## src/rtl/ram_port_arb_if.sv

```systemverilog
// Two-client / single-RAM bus bundle for ram_port_arb.
// The slave modport is the arbiter's view; master is the clients-plus-RAM side.
interface ram_port_arb_if;
    logic       a_req;
    logic       a_we;
    logic [7:0] a_addr;
    logic [7:0] a_wdata;
    logic       a_gnt;
    logic       a_rvalid;
    logic [7:0] a_rdata;

    logic       b_req;
    logic       b_we;
    logic [7:0] b_addr;
    logic [7:0] b_wdata;
    logic       b_gnt;
    logic       b_rvalid;
    logic [7:0] b_rdata;

    logic [7:0] ram_addr;
    logic [7:0] ram_wdata;
    logic       ram_wren;
    logic       ram_rden;
    logic [7:0] ram_q;

    modport slave (
        input  a_req, a_we, a_addr, a_wdata,
        input  b_req, b_we, b_addr, b_wdata,
        input  ram_q,
        output a_gnt, a_rvalid, a_rdata,
        output b_gnt, b_rvalid, b_rdata,
        output ram_addr, ram_wdata, ram_wren, ram_rden
    );

    modport master (
        output a_req, a_we, a_addr, a_wdata,
        output b_req, b_we, b_addr, b_wdata,
        output ram_q,
        input  a_gnt, a_rvalid, a_rdata,
        input  b_gnt, b_rvalid, b_rdata,
        input  ram_addr, ram_wdata, ram_wren, ram_rden
    );
endinterface

```

## src/rtl/ram_port_arb.sv

```systemverilog
// Round-robin arbiter sharing one 256x8 single-port RAM between ports A and B,
// with an in-order read-return tag pipeline matched to the RAM read latency.
module ram_port_arb #(
    parameter int unsigned RD_LAT = 1
) (
    input logic           sys_clk,
    input logic           sys_rst_n,
    ram_port_arb_if.slave bus
);
    localparam int unsigned TAG_D = RD_LAT + 1;

    typedef enum logic [1:0] {
        IDLE  = 2'd0,
        GNT_A = 2'd1,
        GNT_B = 2'd2
    } state_t;

    state_t           state_q;
    state_t           state_d;
    logic             a_req_q;
    logic             b_req_q;
    logic             last_q;      // 1: B was granted most recently
    logic             elig_a;
    logic             elig_b;
    logic             issue;
    logic             issue_we;
    logic             issue_rd;
    logic             issue_port;  // 1: port B
    logic [7:0]       issue_addr;
    logic [7:0]       issue_wdata;
    logic [TAG_D-1:0] tag_vld;
    logic [TAG_D-1:0] tag_port;

    // Next grant: a port needs a sampled request that is still held and no gnt this cycle.
    always_comb begin
        state_d     = IDLE;
        issue_we    = 1'b0;
        issue_addr  = 8'h00;
        issue_wdata = 8'h00;
        elig_a      = a_req_q && bus.a_req && (state_q != GNT_A);
        elig_b      = b_req_q && bus.b_req && (state_q != GNT_B);

        case ({elig_a, elig_b})
            2'b10:   state_d = GNT_A;
            2'b01:   state_d = GNT_B;
            2'b11:   state_d = last_q ? GNT_A : GNT_B;
            default: state_d = IDLE;
        endcase

        case (state_d)
            GNT_A: begin
                issue_we    = bus.a_we;
                issue_addr  = bus.a_addr;
                issue_wdata = bus.a_wdata;
            end
            GNT_B: begin
                issue_we    = bus.b_we;
                issue_addr  = bus.b_addr;
                issue_wdata = bus.b_wdata;
            end
            default: ;
        endcase

        issue      = (state_d != IDLE);
        issue_rd   = issue && !issue_we;
        issue_port = (state_d == GNT_B);
    end

    // State, request sampling and the registered RAM command.
    always_ff @(posedge sys_clk or negedge sys_rst_n) begin
        if (!sys_rst_n) begin
            state_q       <= IDLE;
            a_req_q       <= 1'b0;
            b_req_q       <= 1'b0;
            last_q        <= 1'b1;
            bus.a_gnt     <= 1'b0;
            bus.b_gnt     <= 1'b0;
            bus.ram_wren  <= 1'b0;
            bus.ram_rden  <= 1'b0;
            bus.ram_addr  <= 8'h00;
            bus.ram_wdata <= 8'h00;
        end else begin
            state_q      <= state_d;
            a_req_q      <= bus.a_req;
            b_req_q      <= bus.b_req;
            bus.a_gnt    <= (state_d == GNT_A);
            bus.b_gnt    <= (state_d == GNT_B);
            bus.ram_wren <= issue && issue_we;
            bus.ram_rden <= issue_rd;
            if (issue) begin
                bus.ram_addr  <= issue_addr;
                bus.ram_wdata <= issue_wdata;
                last_q        <= issue_port;
            end
        end
    end

    // Read return: the tag leaves the pipe exactly when ram_q holds that read's data.
    always_ff @(posedge sys_clk or negedge sys_rst_n) begin
        if (!sys_rst_n) begin
            tag_vld      <= '0;
            tag_port     <= '0;
            bus.a_rvalid <= 1'b0;
            bus.b_rvalid <= 1'b0;
            bus.a_rdata  <= 8'h00;
            bus.b_rdata  <= 8'h00;
        end else begin
            tag_vld      <= {tag_vld[TAG_D-2:0], issue_rd};
            tag_port     <= {tag_port[TAG_D-2:0], issue_port};
            bus.a_rvalid <= tag_vld[TAG_D-1] && !tag_port[TAG_D-1];
            bus.b_rvalid <= tag_vld[TAG_D-1] && tag_port[TAG_D-1];
            if (tag_vld[TAG_D-1]) begin
                if (tag_port[TAG_D-1]) begin
                    bus.b_rdata <= bus.ram_q;
                end else begin
                    bus.a_rdata <= bus.ram_q;
                end
            end
        end
    end
endmodule
```

## src/flat_wrapper.sv

```systemverilog
// flat-port wrapper written by rule: the top's interface ports become plain ports
module ram_port_arb_flat 
#(
    parameter int unsigned RD_LAT = 1
)
  (sys_clk, sys_rst_n, bus_a_req, bus_a_we, bus_a_addr, bus_a_wdata, bus_b_req, bus_b_we, bus_b_addr, bus_b_wdata, bus_ram_q, bus_a_gnt, bus_a_rvalid, bus_a_rdata, bus_b_gnt, bus_b_rvalid, bus_b_rdata, bus_ram_addr, bus_ram_wdata, bus_ram_wren, bus_ram_rden);
  ram_port_arb_if bus_i ();
  input logic sys_clk;
  input logic sys_rst_n;
  input wire logic [$bits(bus_i.a_req)-1:0] bus_a_req;
  input wire logic [$bits(bus_i.a_we)-1:0] bus_a_we;
  input wire logic [$bits(bus_i.a_addr)-1:0] bus_a_addr;
  input wire logic [$bits(bus_i.a_wdata)-1:0] bus_a_wdata;
  input wire logic [$bits(bus_i.b_req)-1:0] bus_b_req;
  input wire logic [$bits(bus_i.b_we)-1:0] bus_b_we;
  input wire logic [$bits(bus_i.b_addr)-1:0] bus_b_addr;
  input wire logic [$bits(bus_i.b_wdata)-1:0] bus_b_wdata;
  input wire logic [$bits(bus_i.ram_q)-1:0] bus_ram_q;
  output wire logic [$bits(bus_i.a_gnt)-1:0] bus_a_gnt;
  output wire logic [$bits(bus_i.a_rvalid)-1:0] bus_a_rvalid;
  output wire logic [$bits(bus_i.a_rdata)-1:0] bus_a_rdata;
  output wire logic [$bits(bus_i.b_gnt)-1:0] bus_b_gnt;
  output wire logic [$bits(bus_i.b_rvalid)-1:0] bus_b_rvalid;
  output wire logic [$bits(bus_i.b_rdata)-1:0] bus_b_rdata;
  output wire logic [$bits(bus_i.ram_addr)-1:0] bus_ram_addr;
  output wire logic [$bits(bus_i.ram_wdata)-1:0] bus_ram_wdata;
  output wire logic [$bits(bus_i.ram_wren)-1:0] bus_ram_wren;
  output wire logic [$bits(bus_i.ram_rden)-1:0] bus_ram_rden;
  assign bus_i.a_req = bus_a_req;
  assign bus_i.a_we = bus_a_we;
  assign bus_i.a_addr = bus_a_addr;
  assign bus_i.a_wdata = bus_a_wdata;
  assign bus_i.b_req = bus_b_req;
  assign bus_i.b_we = bus_b_we;
  assign bus_i.b_addr = bus_b_addr;
  assign bus_i.b_wdata = bus_b_wdata;
  assign bus_i.ram_q = bus_ram_q;
  assign bus_a_gnt = bus_i.a_gnt;
  assign bus_a_rvalid = bus_i.a_rvalid;
  assign bus_a_rdata = bus_i.a_rdata;
  assign bus_b_gnt = bus_i.b_gnt;
  assign bus_b_rvalid = bus_i.b_rvalid;
  assign bus_b_rdata = bus_i.b_rdata;
  assign bus_ram_addr = bus_i.ram_addr;
  assign bus_ram_wdata = bus_i.ram_wdata;
  assign bus_ram_wren = bus_i.ram_wren;
  assign bus_ram_rden = bus_i.ram_rden;
  ram_port_arb #(.RD_LAT(RD_LAT)) u_core (.sys_clk(sys_clk), .sys_rst_n(sys_rst_n), .bus(bus_i));
endmodule
```

## config.mk

```make
export PLATFORM = sky130hd
export DESIGN_NAME = ram_port_arb_flat
export DESIGN_NICKNAME = d
export VERILOG_FILES = /design/src/rtl/ram_port_arb_if.sv /design/src/rtl/ram_port_arb.sv /design/src/flat_wrapper.sv
export SDC_FILE = /design/constraint.sdc
export NUM_CORES = 1
export LEC_CHECK = 0
export ABC_AREA = 1
export CORE_MARGIN = 3
export CORE_UTILIZATION = 42
export CTS_CLUSTER_DIAMETER = 40
export DETAILED_ROUTE_END_ITERATION = 12
export GPL_ROUTABILITY_DRIVEN = 0
export PLACE_DENSITY = 0.91
export SLEW_MARGIN = 20
export SYNTH_ARGS = -nofsm -noshare
export SYNTH_HDL_FRONTEND = slang
export SYNTH_SLANG_ARGS = --single-unit
```

## constraint.sdc

```tcl
create_clock -name sys_clk -period 1.96 [get_ports sys_clk]
set_input_delay 0.49 -clock sys_clk [delete_from_list [all_inputs] [get_ports sys_clk]]
set_output_delay 0.49 -clock sys_clk [all_outputs]
set_load 0.01 [all_outputs]
```

---- Word-level counts from Yosys, hierarchy flattened ----
Index checks and enable logic that the tools add are counted.
storage, ports and cells
  register bits after elaboration ......... 47
  latch bits .............................. 0
  RAM bits ................................ 0
  ROM bits ................................ 0
  bits of input ports ..................... 46
  output and inout port bits .............. 38
  memories kept ........................... 0
cells by class
  add/subtract/negate cells ............... 0
  multipliers ............................. 0
  divide/modulo/power cells ............... 0
  magnitude comparators ................... 0
  equality and inequality tests ........... 7
  shift-type cells ........................ 0
  multiplexer cells ....................... 5
  bitwise logic cells ..................... 1
  reductions and logical operators ........ 13
operators with widths
  operator                                                                  count
  8-bit case mux with 2 select lines                                        2
  1-bit logical AND                                                         8
  2-bit == test (second input constant)                                     3
  2-bit case mux with 3 select lines                                        1
  2-bit by 1-bit == test with 1-bit output (second input constant)          2
  2-bit AND reduction                                                       2
  1-bit logical NOT                                                         2
  2-bit two-way mux                                                         1
  2-bit by 1-bit inequality test with 1-bit output (second input constant)  1
  2-bit inequality test (second input constant)                             1
  1-bit case mux with 2 select lines                                        1
  2-bit nonzero test                                                        1
  1-bit inverter                                                            1

---- Depth between registers and ports, before layout ----
  depth in word-level cells ............... 8
  depth in mapped cells ................... 12
  gate-level depth less buffers ........... 10

---- Worst setup path before layout ----
OpenSTA, ideal clock, no wires.
  path type ............................... in2reg
  from .................................... in bus_b_req
  to ...................................... reg u_core.bus.ram_addr[0]
  arrival time ............................ 1.451 ns
  required time ........................... 1.844 ns
  slack ................................... 0.393 ns
  stages .................................. 12
  path buffers ............................ 2
  path through ............................ nand2_1 > inv_1 > nand3_1 > nand2_1 > inv_1 > ha_1 > buf_4 > buf_6 > nand2_1 > nand2_1 > nand2_1 > nand2_1
between the ends
  word-level cells in the longest chain between the ends .. 6
RTL lines
  what                                                                       line                   RTL
  start: declaration                                                         flat_wrapper.sv:14     input wire logic [$bits(bus_i.b_req)-1:0] bus_b_req;
  1-bit logical AND * (2 in series)                                          ram_port_arb.sv:41     elig_b = b_req_q && bus.b_req && (state_q != GNT_B);
  2-bit == test or 2-bit by 1-bit == test with 1-bit output (tied branches)  ram_port_arb.sv:43     case ({elig_a, elig_b})
  2-bit case mux with 3 select lines *                                       ram_port_arb.sv:43
  via u_core.state_d[0]                                                      ram_port_arb.sv:19     state_t state_d;
  2-bit == test or 2-bit by 1-bit == test with 1-bit output (tied branches)  ram_port_arb.sv:50     case (state_d)
  8-bit case mux with 2 select lines                                         ram_port_arb.sv:50
  end signal: assignment                                                     ram_port_arb.sv:91     bus.ram_addr <= issue_addr;
  end: declaration                                                           ram_port_arb_if.sv:32  output ram_addr, ram_wdata, ram_wren, ram_rden
Mark *: on every way through the listed nets, which the timed path passes. The rest lies on a longest branch.
A chain may end at the register's enable or synchronous reset.

---- Worst setup path after layout ----
  from .................................... in bus_a_req
  to ...................................... reg u_core.bus.ram_addr[6]
between the ends
  word-level cells in the longest chain between the ends .. 6
RTL lines
  what                                                                       line                RTL
  start: declaration                                                         flat_wrapper.sv:10  input wire logic [$bits(bus_i.a_req)-1:0] bus_a_req;
  1-bit logical AND * (2 in series)                                          ram_port_arb.sv:40  elig_a = a_req_q && bus.a_req && (state_q != GNT_A);
  2-bit == test or 2-bit by 1-bit == test with 1-bit output (tied branches)  ram_port_arb.sv:43
  2-bit case mux with 3 select lines *                                       ram_port_arb.sv:43
  2-bit == test or 2-bit by 1-bit == test with 1-bit output (tied branches)  ram_port_arb.sv:50
  8-bit case mux with 2 select lines                                         ram_port_arb.sv:50
Every way passes the cells marked *; elsewhere a longest branch is shown, timed or not.

==> results.md <==
* Outcome: completed
* Seq. cell area at 1130 µm²
* Starting Density at 0.457
* Hold WC Path Type: input port to asynchronous set/reset pin
* Final core occ at 0.705
* Vias per cell at 4.55
* Drt initial violations at 71
* Unique masters post-synth at 15
* Worst-path cell chain: clkdlybuf4s50_1 -> nand2_1 -> a21oi_1 -> nand2_1 -> ha_1 -> inv_2 -> nor2_4 -> buf_12 -> nand2_1 -> nand2_1
* Drt total wl at 4550 µm
* Leakage power at 0.00151 µW
* Seq cells post-synth at 45
* Critical Path Source Type: input port
* Critical path's slowest cell: clkdlybuf4s50_1
* Root buffer cell: clkbuf_8
* Rows at 23
* Kind of end point of the critical path: flip-flop
* Pre-CTS setup slack at -0.197 ns
* Ys Warns at 0
* Number of I/O pins at 84
* Crit path top cell by count: nand2_1
* Slew @ Worst Pin at 0.436 ns
* Post-Syn Area at 1920 µm²
* CP Data Required Time at 2.14 ns
* GRT Residual Overflow at 0
* Flop2flop setup slack at 0.36 ns
* CTS buffer count at 5
* Avg Inst Size Synth at 8.50 µm²
* CP max stage delay at 0.47 ns
* Detailed Routing Iterations Pass 1 at 4
* Die X at 73.6 µm
* Die Span Y at 73.6 µm
* CTS tree: done
* # fillers at 334
* Buf/Inv on CP at 3
* Mapped Cells at 226
* Placed cell count at 359
* Ant. Diodes at 0
* Clock skew at 0.00402 ns
* DR DRC count at 0
* Die area at 5420 µm²
* Largest net degree at the start of global routing at 29
* RSZ-0062 raised after global routing: no
* Max Root-Sink Buffers at 2
* Clock latency at the later pin of the worst-skew pair at 0.29 ns
* Final hold violation count at 0
* Register area share after synthesis at 0.587
* Slew Viols, Final at 0
* Total setup buffers inserted after CTS at 0
* Fmax at 539 MHz
* Slack of the critical path at 0.103 ns
* CP Max Fanout at 16
* Final period util at 0.947
* Final setup violation count at 0
* Initial antenna violation count at 0
* Avg WL per Cell at 12.4 µm
* Nets@finish at 366
* Post-CTS Resized at 0
* Hold-fix buffers, CTS at 0
* Dpl hpwl at 3490 µm
* Total of max-cap violations at 0
* Finished Layout Cells at 367
* Commonest non-fill, non-tap cell in the layout: nand2_1
* Most frequent cells in the layout: 122 x nand2_1, 82 x clkdlybuf4s50_1, 44 x dfrtp_1, 17 x inv_1, 16 x o21ai_1
* Worst Path Arrival at 2.04 ns
* Syn Nets at 276
* Fin crit period at 1.86 ns
* Power Density at 881 nW/µm²
* Peak supply drop at 376 µV
* Total track usage at 0.184
* H-tree levels at 2
* Reg clk slew, reported paths at 0.08 ns
* Clock Sinks at 45
* P&R area growth vs syn at 54.1%
* First-pass GRT wire length at 7600 µm
* Delay-heaviest family, CP: buffers and inverters
* Core footprint at 4200 µm²
* Multi-input combinational cell area at 649 µm²
* Vias in the first global route at 1744
* Rel. slew slack at 0.709
* IO Port Bufs at 83
* Vias at 1669
* Critical path class: input port to flip-flop
* ANT nets after route at 0
* Layout cells sized above 1 at 0.0757
cell families after synthesis:
| kind of cell | after synthesis | share of synthesized area |
|---|---|---|
| AND/OR/NAND/NOR | 129 | 0.260 |
| adder cells (fa/ha/maj) | 4 | 0.0260 |
| AO/OA/AOI/OAI | 20 | 0.0521 |
| buffers and inverters | 28 | 0.0755 |
| flip-flops | 45 | 0.587 |
final timing paths:
kind                                             start                                 end  cells past startpoint
max                                          bus_a_req  u_core.bus.ram_addr[6]$_DFFE_PN0P_                     10
min                                          sys_rst_n            u_core.a_req_q$_DFF_PN0_                      1
max reg2reg                  u_core.last_q$_DFFE_PN1P_  u_core.bus.ram_addr[6]$_DFFE_PN0P_                      9
min reg2reg                u_core.tag_vld[0]$_DFF_PN0_         u_core.tag_vld[1]$_DFF_PN0_                      0
max in group asynchronous                    sys_rst_n       u_core.bus.ram_wren$_DFF_PN0_                      2
min in group sys_clk       u_core.tag_vld[0]$_DFF_PN0_         u_core.tag_vld[1]$_DFF_PN0_                      0
routing by layer:
layer  wire [µm]  vias up  track usage
li1            -      855            -
met1        1800      741        0.203
met2        2300       68        0.325
met3         390        5       0.0602
met4          57        0       0.0704
met5           0        -            0
registers in the layout, indices dropped and copies added (netlist names), 2 cells and up:
register and cells:
u_core.tag_vld 2, u_core.state_q 2, u_core.bus.ram_addr 8, u_core.bus.ram_wdata 8, u_core.bus.b_rdata 8, u_core.bus.a_rdata 8
u_core.tag_port 2
cell usage after synthesis (all sizes together):
| cell | number | share of area |
|---|---|---|
| nand3 | 2 | 0.0052 |
| a21oi | 4 | 0.010 |
| inv | 19 | 0.037 |
| o21ai | 16 | 0.042 |
| nand2 | 124 | 0.24 |
| dfstp | 1 | 0.014 |
| buf | 9 | 0.038 |
| ha | 4 | 0.026 |
| nor2 | 3 | 0.0098 |
| dfrtp | 44 | 0.57 |
power breakdown:
| part | internal (µW) | total [µW] | switching [µW] | leakage, µW |
|---|---|---|---|---|
| clock | 414 | 713 | 299 | 0.0000574 |
| combinational | 421 | 734 | 313 | 0.000873 |
| sequential | 1080 | 1160 | 80.6 | 0.000581 |
layout make-up:
type | count | area share
flip-flops and latches | 45 | 0.381
multi-input cells | 153 | 0.219
clock buffers | 6 | 0.0279
well taps | 50 | 0.0211
repair buffers | 92 | 0.314
inverters | 19 | 0.0241
clock inverters | 2 | 0.0127
stage by stage:
step	total power (µW)	setup TNS, ns	hold slack, ns	cell area [µm²]
global placement	1900	-2.20	0.364	2840
finish	2610	0	0.128	2960
floorplan	1460	0	0.194	1920
CTS	2650	0	0.129	2960
global route	2760	0	0.142	2960
detailed placement	1920	-3.19	0.366	2840
No activity file was read; power rests on OpenSTA's default activity.
